<file path="src/rtl/fp16_systolic_skew_feeder_if.sv">
// Beat stream from the activation buffer into the skew feeder.
// One FP16 column vector per beat; lane r sits at bits [16r+15:16r].
interface fp16_systolic_skew_feeder_if #(
  parameter int unsigned ROWS = 4
);
  localparam int unsigned DATA_W = 16 * ROWS;

  logic              in_valid;
  logic              in_ready;
  logic [DATA_W-1:0] in_data;

  modport master (output in_valid, output in_data, input in_ready);
  modport slave  (input in_valid, input in_data, output in_ready);
endinterface

</file>
<file path="src/rtl/fp16_systolic_skew_feeder.sv">
// Skewed FP16 activation feeder for the left edge of a systolic MAC array.
// Optional macro SKEW_FEEDER_PERF_EN adds a saturating stall_cycles counter port.
module fp16_systolic_skew_feeder #(
  parameter int unsigned ROWS        = 4,
  parameter int unsigned KLEN_W      = 8,
  parameter int unsigned FLUSH_EXTRA = 4
) (
  input  logic                      clk,
  input  logic                      rst_n,
  input  logic                      start,
  input  logic [KLEN_W-1:0]         k_len,
  fp16_systolic_skew_feeder_if.slave bus,
  output logic [16*ROWS-1:0]        a_out,
  output logic                      pe_enable,
  output logic [ROWS-1:0]           acc_clear,
  output logic                      busy,
  output logic                      done
`ifdef SKEW_FEEDER_PERF_EN
  ,
  output logic [31:0]               stall_cycles
`endif
);
  localparam int unsigned LANE_W  = 16;
  localparam int unsigned DATA_W  = LANE_W * ROWS;
  localparam int unsigned FLUSH_N = ROWS + 1 + FLUSH_EXTRA;
  localparam int unsigned FCNT_W  = $clog2(FLUSH_N + 1);

  typedef enum logic [1:0] {
    IDLE  = 2'd0,
    LOAD  = 2'd1,
    FLUSH = 2'd2,
    DONE  = 2'd3
  } state_t;

  state_t              state;
  logic [KLEN_W-1:0]   k_cap;
  logic [KLEN_W-1:0]   beat_cnt;
  logic [FCNT_W-1:0]   flush_cnt;
  logic                advance;
  logic                tile_fresh;
  logic                clr_seed;
  logic [DATA_W-1:0]   feed;

  // The array only moves on an accepted beat or a flush cycle; stalls freeze everything.
  assign advance      = ((state == LOAD) && bus.in_valid) || (state == FLUSH);
  assign pe_enable    = advance;
  assign bus.in_ready = (state == LOAD);
  assign busy         = (state != IDLE);
  assign done         = (state == DONE);
  assign feed         = (state == LOAD) ? bus.in_data : '0;

  // Tile sequencer: load k_len beats, flush FLUSH_N zero edges, one-cycle done.
  always_ff @(posedge clk) begin
    if (!rst_n) begin
      state     <= IDLE;
      k_cap     <= '0;
      beat_cnt  <= '0;
      flush_cnt <= '0;
    end else begin
      case (state)
        IDLE: begin
          if (start) begin
            k_cap     <= k_len;
            beat_cnt  <= '0;
            flush_cnt <= '0;
            state     <= (k_len == '0) ? DONE : LOAD;
          end
        end
        LOAD: begin
          if (bus.in_valid) begin
            beat_cnt <= beat_cnt + KLEN_W'(1);
            if (beat_cnt == k_cap - KLEN_W'(1)) begin
              state <= FLUSH;
            end
          end
        end
        FLUSH: begin
          flush_cnt <= flush_cnt + FCNT_W'(1);
          if (flush_cnt == FCNT_W'(FLUSH_N - 1)) begin
            state <= DONE;
          end
        end
        DONE:    state <= IDLE;
        default: state <= IDLE;
      endcase
    end
  end

  // Clear token: seeded at E_0, reaches acc_clear[0] at E_1, then walks down one row per edge.
  always_ff @(posedge clk) begin
    if (!rst_n) begin
      tile_fresh <= 1'b0;
      clr_seed   <= 1'b0;
      acc_clear  <= '0;
    end else if ((state == IDLE) && start) begin
      tile_fresh <= 1'b1;
      clr_seed   <= 1'b0;
      acc_clear  <= '0;
    end else if (advance) begin
      tile_fresh   <= 1'b0;
      clr_seed     <= tile_fresh;
      acc_clear[0] <= clr_seed;
      for (int r = 1; r < ROWS; r++) begin
        acc_clear[r] <= acc_clear[r-1];
      end
    end
  end

  // Lane r: r delay stages plus the output stage, packed LSB-first as a shift chain.
  for (genvar r = 0; r < ROWS; r++) begin : g_lane
    localparam int unsigned CW = LANE_W * (r + 1);
    logic [CW-1:0] chain;

    always_ff @(posedge clk) begin
      if (!rst_n) begin
        chain <= '0;
      end else if (advance) begin
        chain <= CW'({chain, feed[LANE_W*r +: LANE_W]});
      end
    end

    assign a_out[LANE_W*r +: LANE_W] = chain[LANE_W*r +: LANE_W];
  end

`ifdef SKEW_FEEDER_PERF_EN
  // Starved LOAD cycles for the current tile, saturating.
  always_ff @(posedge clk) begin
    if (!rst_n) begin
      stall_cycles <= '0;
    end else if ((state == IDLE) && start) begin
      stall_cycles <= '0;
    end else if ((state == LOAD) && !bus.in_valid && (stall_cycles != 32'hFFFF_FFFF)) begin
      stall_cycles <= stall_cycles + 32'd1;
    end
  end
`endif

endmodule

</file>
<file path="src/flat_wrapper.sv">
// flat-port wrapper written by rule: the top's interface ports become plain ports
module fp16_systolic_skew_feeder_flat 
#(
  parameter int unsigned ROWS        = 4,
  parameter int unsigned KLEN_W      = 8,
  parameter int unsigned FLUSH_EXTRA = 4
)
  (clk, rst_n, start, k_len, a_out, pe_enable, acc_clear, busy, done, bus_in_valid, bus_in_data, bus_in_ready);
  fp16_systolic_skew_feeder_if #(.ROWS(ROWS)) bus_i ();
  input  logic clk;
  input  logic rst_n;
  input  logic start;
  input  logic [KLEN_W-1:0] k_len;
  output logic [16*ROWS-1:0] a_out;
  output logic pe_enable;
  output logic [ROWS-1:0] acc_clear;
  output logic busy;
  output logic done;
  input wire logic [$bits(bus_i.in_valid)-1:0] bus_in_valid;
  input wire logic [$bits(bus_i.in_data)-1:0] bus_in_data;
  output wire logic [$bits(bus_i.in_ready)-1:0] bus_in_ready;
  assign bus_i.in_valid = bus_in_valid;
  assign bus_i.in_data = bus_in_data;
  assign bus_in_ready = bus_i.in_ready;
  fp16_systolic_skew_feeder #(.ROWS(ROWS), .KLEN_W(KLEN_W), .FLUSH_EXTRA(FLUSH_EXTRA)) u_core (.clk(clk), .rst_n(rst_n), .start(start), .k_len(k_len), .bus(bus_i), .a_out(a_out), .pe_enable(pe_enable), .acc_clear(acc_clear), .busy(busy), .done(done));
endmodule
</file>
<file path="config.mk">
export PLATFORM = sky130hd
export DESIGN_NAME = fp16_systolic_skew_feeder_flat
export DESIGN_NICKNAME = d
export VERILOG_FILES = /design/src/rtl/fp16_systolic_skew_feeder_if.sv /design/src/rtl/fp16_systolic_skew_feeder.sv /design/src/flat_wrapper.sv
export SDC_FILE = /design/constraint.sdc
export NUM_CORES = 1
export LEC_CHECK = 0
export BUFFER_PORTS_ARGS = -buffer_cell sky130_fd_sc_hd__buf_4
export CELL_PAD_IN_SITES_DETAIL_PLACEMENT = 0
export CELL_PAD_IN_SITES_GLOBAL_PLACEMENT = 1
export CORE_ASPECT_RATIO = 1.75
export CORE_MARGIN = 2
export CORE_UTILIZATION = 44
export CTS_CLUSTER_DIAMETER = 50
export DETAILED_ROUTE_END_ITERATION = 10
export PLACE_DENSITY = 0.94
export SLEW_MARGIN = 20
export SYNTH_ARGS = -nofsm -noshare
export SYNTH_HDL_FRONTEND = slang
export SYNTH_SLANG_ARGS = --single-unit
</file>
<file path="constraint.sdc">
create_clock -name clk -period 5.2 [get_ports clk]
set_clock_uncertainty 0.1 [all_clocks]
set_input_delay 0.26 -clock clk [delete_from_list [all_inputs] [get_ports clk]]
set_output_delay 0.26 -clock clk [all_outputs]
set_load 0.005 [all_outputs]
</file>
* After elaboration in Yosys (flattened, before gate mapping)
Index checks and enable logic that the tools add are counted.
W data, S select, Z words.
** Storage, ports and cells
- Flip-flop bits (word level) :: 188
- Input port bits :: 76
- Output and inout port bits :: 72
- Word-level logic and storage cells :: 52
** Cells by class
- Add/sub/neg operators :: 3
- Equality and inequality tests :: 9
- Muxes and demuxes :: 14
- Bitwise operators :: 1
- Reductions and logical operators :: 14
** Operator list (count)
- $mux W64 :: 1
- $mux W8 :: 2
- $pmux W8 S2 :: 1
- $mux W2 :: 5
- $add A8 B1 Y8 const B :: 1
- $eq A8 B8 Y1 :: 1
- $logic_not A8 Y1 :: 1
- $pmux W2 S4 :: 1
- $pmux W4 S2 :: 1
- $reduce_bool A2 Y1 :: 4
- $sub A8 B1 Y8 const B :: 1
- $ne A2 B2 Y1 const B :: 3
- $add A4 B1 Y4 const B :: 1
- $eq A2 B2 Y1 const B :: 2
- $eq A4 B4 Y1 const B :: 1
- $mux W4 :: 1
- $reduce_and A2 Y1 :: 2
- $reduce_and A4 Y1 :: 1
- $reduce_and A3 Y1 :: 1
- $eq A2 B1 Y1 const B :: 1
- $logic_and A1 B1 Y1 :: 2
- $logic_not A2 Y1 :: 1
- $mux W1 :: 2
- $ne A2 B1 Y1 const B :: 1
- other kinds (3) :: 3

* Logic depth before layout (Yosys ltp)
- Word-level depth :: 5
- Gate-level depth with buffers :: 10
- Gate-level depth less buffers :: 9

* Worst setup path after synthesis
No wires, ideal clock.
- Kind :: register to register
- Start :: register u_core.state[0]
- End :: register u_core.beat_cnt[5]
- Library setup time :: 0.128 ns
- Data arrival time :: 1.648 ns
- Data required time :: 4.972 ns
- Slack :: 3.323 ns
- Stages on the path, launching flop included :: 11
- Path buffers :: 1
- Clock period less this slack :: 1.877 ns
- Cells stage by stage :: dfxtp_1 -> inv_1 -> ha_1 -> buf_6 -> nor2b_4 -> a21oi_4 -> o21a_4 -> and4_4 -> nand3_1 -> xor2_1 -> nor2_1
** On the way
- Longest elaborated chain between the ends :: 3
- Elaborated cells on any way between the ends :: 7
- Those cells by class :: eq/ne: 3; mux: 1; reduce/logical: 3
** Ends and longest elaborated chain
- start: declaration :: RTL line fp16_systolic_skew_feeder.sv:35 : state_t state;
- start signal: assignment :: RTL line fp16_systolic_skew_feeder.sv:66 : state <= (k_len == '0) ? DONE : LOAD;
- $eq A2 B1 Y1 / $logic_not A2 Y1 (equally long branches) :: RTL line fp16_systolic_skew_feeder.sv:60 : case (state)
- $ne A2 B2 Y1 (no source line) / $reduce_bool A2 Y1 (equally long branches)
- $reduce_and A3 Y1 (no source line)
- end signal: assignment :: RTL line fp16_systolic_skew_feeder.sv:71 : beat_cnt <= beat_cnt + KLEN_W'(1);
- end: declaration :: RTL line fp16_systolic_skew_feeder.sv:37 : logic [KLEN_W-1:0] beat_cnt;
Parallel ways exist; a longest one is shown, timed or not.
A chain may end at the register's enable or synchronous reset.

* Worst setup path after layout
- Start :: register u_core.state[0]
- End :: register u_core.g_lane[3].chain[28]
** On the way
- Longest elaborated chain between the ends :: 3
- Elaborated cells on any way between the ends :: 4
- Those cells by class :: eq/ne: 2; reduce/logical: 2
** Ends and longest elaborated chain
- $eq A2 B1 Y1 :: RTL line fp16_systolic_skew_feeder.sv:45 : assign advance = ((state == LOAD) && bus.in_valid) || (state == FLUSH);
- $logic_and A1 B1 Y1 :: RTL line fp16_systolic_skew_feeder.sv:45
- $logic_or A1 B1 Y1 * :: RTL line fp16_systolic_skew_feeder.sv:45
- end signal: assignment :: RTL line fp16_systolic_skew_feeder.sv:118 : chain <= CW'({chain, feed[LANE_W*r +: LANE_W]});
- end: declaration :: RTL line fp16_systolic_skew_feeder.sv:112 : logic [CW-1:0] chain;
Every way passes the cells marked *; elsewhere a longest branch is shown, timed or not.

==> run summary <==
CP Max Fanout - 86
Crit path buf inv count - 3
Yosys cell types - 41
Simple-Gate Fraction of Synth Area - 0.213
Multiplexer share of the synthesized area - 0.00507
Power Density - 389 nW/um2
Drt drc - 0
WP depth - 7
Adder-Cell Fraction of Synth Area - 0.0127
Max-cap violations - 0
Reg2reg end - u_core.g_lane[3].chain[28]
Worst setup path category - flop to flop
Row count - 64
Worst path slowest cell - buf_4
Diode count - 0
Critical path required time - 5.44 ns
Worst-case vdd ir drop - 0.000251 V
Cell family with the largest share of critical-path delay - buffers and inverters
Global Route Usage Sum - 0.174
Largest family of logic cells by synthesized area - simple AND/OR/NAND/NOR gates
Metal-1 WL - 6790 um
DP HPWL - 10300 um
Vias per cell - 4.91
Place WS - 2.22 ns
Initial drt markers - 287
Placed Cells incl. Taps - 1208
Final setup viols - 0
Final Max Slew Viols - 0
Initial antenna violation count - 0
Worst endpoint data arrival time - 3.23 ns
Worst Setup End Kind - flop
Sequential-to-total area share from yosys stat - 0.476
Tmin final - 2.99 ns
FFs w/ async S/R, synth - 0
Fin area - 9310 um2
DIE WIDTH - 105 um
Post-CTS Setup Inserts - 0
Worst Slack Setup Final - 2.21 ns
Outcome - finished clean
Largest cells by area after synthesis - dfxtp_1, a21boi_0, nand2_1
CP Capture Point - u_core.g_lane[3].chain[28]
Ys Warns - 0
Total nets after synthesis - 1025
Post-synthesis compound-gate area fraction - 0.183
Area delta synth->final - 17.9%
Final worst-path cycle share - 0.575
Ports - 148
Cell area after synthesis - 7900 um2
Final hold violations - 0
Fmax - 335 MHz
R2r setup slk - 2.21 ns
Largest net degree at the start of global routing - 109
Vias - 6107
HP Class - primary input to flop
Core ar. - 17500 um2
Crit path cell chain - inv_1 > ha_1 > a21oi_4 > buf_4 > buf_4 > nand2_1 > a21boi_0
Drt first pass iters - 4
Leakage power - 3.39 nW
Final wirelength - 16300 um
Fin Setup TNS - 0 ns
Layout Nets - 1083
CTS buffer count - 17
Mean Syn Cell Area - 8.40 um2
Worst setup startpoint - u_core.state[0]
Uppermost layer routed - met4
Clock sink count - 188
Worst-Margin Slew - 0.904 ns
Met3 wire len - 549 um
Routed WL per cell - 13.2 um
RSZ-0062 raised after global routing - no
Total congestion overflow - 0
Routed met2 length - 8680 um
Reg2reg path depth - 7
Layout Cells excl Fill - 1243
Clock-pin slew on the worst setup and hold paths - 0.08 ns
Fraction of layout cells with a size suffix above 1 - 0.193
CTS tree - built
Share of the synthesized area in the top cell type - 0.476
Clk buf depth - 2
Synth Flop Type - dfxtp_1
DRT antenna net count - 0
Dominant cell type by area after synthesis - dfxtp_1
Area after DPL - 8680 um2
Synth Register Bits - 188
Slew headroom - 0.397
Final core utilization - 0.531
Root buffer cell - clkbuf_16
Slowest stage delay, CP - 0.77 ns
Post-synthesis cell count - 941
First-pass GRT wire length - 27300 um
DIE AREA - 19100 um2
Most used cell, CP - buf_4
Port Buf Inserts - 147
Routability cong. - 0.785
R2r startpoint - u_core.state[0]
XOR/XNOR share of the synthesized area - 0.0198
Hold Startpoint - bus_in_data[34]
Worst-skew pair later-pin latency - 0.42 ns
H-tree Lvls - 4
Initial Util - 0.451
Post-synth EDFFs - 0
Vias in the first global route - 5664
Worst setup SP type - flop
Die Ht - 181 um
-- how the worst min path moves through the flow --
| stage | endpoint | depth (start not counted) |
|---|---|---|
| CTS | u_core.g_lane[2].chain[2] | 3 |
| finish | u_core.g_lane[2].chain[2] | 3 |
| global route | u_core.g_lane[1].chain[7] | 3 |
| global placement | u_core.g_lane[3].chain[18] | 2 |
| floorplan | u_core.k_cap[0] | 2 |
| detailed placement | u_core.g_lane[3].chain[18] | 2 |
-- metal layers --
metal | global-route usage | vias to the layer above
li1 | - | 3143
met1 | 0.205 | 2850
met2 | 0.304 | 97
met3 | 0.0390 | 17
met4 | 0.0688 | 0
met5 | 0 | -
-- area by class of cell --
class | instances | area [um2]
multi-input cells | 625 | 3440
fillers | 1702 | 8220
inverters | 11 | 43.8
clock buffers | 17 | 425
flip-flops and latches | 188 | 3760
repair buffers | 156 | 1180
clock inverters | 15 | 175
well taps | 231 | 289
-- where the power goes --
part / switching [W] / total [W] / internal, W
registers: 0.0000407 / 0.00154 / 0.00149
logic: 0.000552 / 0.000778 / 0.000227
clock network: 0.000616 / 0.00131 / 0.000690
total: 0.00121 / 0.00362 / 0.00241
-- what timing repair did --
item | in CTS | in global routing
hold endpoints to repair | 3 | 0
endpoints found under the setup margin | 0 | 0
gates resized for setup | 0 | 0
hold buffers | 3 | 0
-- metrics by stage --
step	total power [W]	hold WS, ns
after detailed placement	0.00236	0.344
final	0.00362	0.0150
after global placement	0.00235	0.337
after floorplan	0.00216	0.305
after global routing	0.00381	0.00440
after CTS	0.00367	0.00444
-- worst register-to-register path, delay by kind of cell (launching register included) --
kind / cells / cell delay (ns)
adder cells (fa/ha/maj): 1 / 0.31
AO/OA/AOI/OAI: 2 / 0.41
AND/OR/NAND/NOR: 1 / 0.13
buffers and inverters: 3 / 1.58
flip-flops: 1 / 0.38
-- cells in the final DEF (no fill, tap or decap), types with 2 or more instances in the layout --
cell type / instances
ha_1: 7
nand2b_1: 2
inv_1: 10
o21ai_1: 3
buf_4: 153
nand3b_1: 2
nand4_1: 3
nand3_1: 72
nor3_1: 2
dfxtp_1: 188
nor4_1: 2
nand2_1: 297
clkinv_8: 2
and2_1: 2
a21boi_0: 149
inv_6: 2
xor2_1: 5
o21ai_0: 4
nor2b_1: 4
a21oi_1: 8
clkinv_4: 3
inv_8: 5
clkbuf_16: 17
dlygate4sd3_1: 3
a21oi_4: 2
xnor2_1: 11
a22oi_1: 2
a21boi_1: 21
nor2_1: 10
a32oi_1: 2
mux2i_1: 4
-- cells in the mapped netlist, types with 2 or more instances --
| cell type | number |
|---|---|
| buf_1 | 5 |
| nor4_1 | 2 |
| nand4_1 | 3 |
| nor2_1 | 10 |
| a21boi_0 | 149 |
| o21ai_1 | 3 |
| ha_1 | 8 |
| nand3b_1 | 2 |
| a22oi_1 | 2 |
| nand2_1 | 297 |
| buf_4 | 48 |
| and2_1 | 2 |
| xor2_1 | 5 |
| mux2i_1 | 4 |
| xnor2_1 | 11 |
| a21oi_1 | 8 |
| nor2b_1 | 4 |
| a32oi_1 | 2 |
| clkbuf_1 | 29 |
| nand2b_1 | 2 |
| o21ai_0 | 4 |
| nand3_1 | 72 |
| a21boi_1 | 21 |
| dfxtp_1 | 188 |
| inv_1 | 10 |
| buf_2 | 34 |
| nor3_1 | 2 |
-- flip-flops by register name (all words and copies together), names as in the netlist --
register             cells
u_core.beat_cnt          8
u_core.g_lane.chain    160
u_core.acc_clear         4
u_core.k_cap             8
u_core.tile_fresh        1
u_core.flush_cnt         4
u_core.state             2
u_core.clr_seed          1
-- logic make-up (layout without fill, tap and decap cells) --
logic type | count (synthesis) | after routing
and+or+nand+nor | 401 | 401
adders and majority gates | 8 | 8
xor gates and xnor gates | 17 | 17
muxes | 4 | 4
DFF | 188 | 188
AOI/OAI and AO/OA | 195 | 195
buffers and inverters | 128 | 199
(Power assumes the default switching activity.)
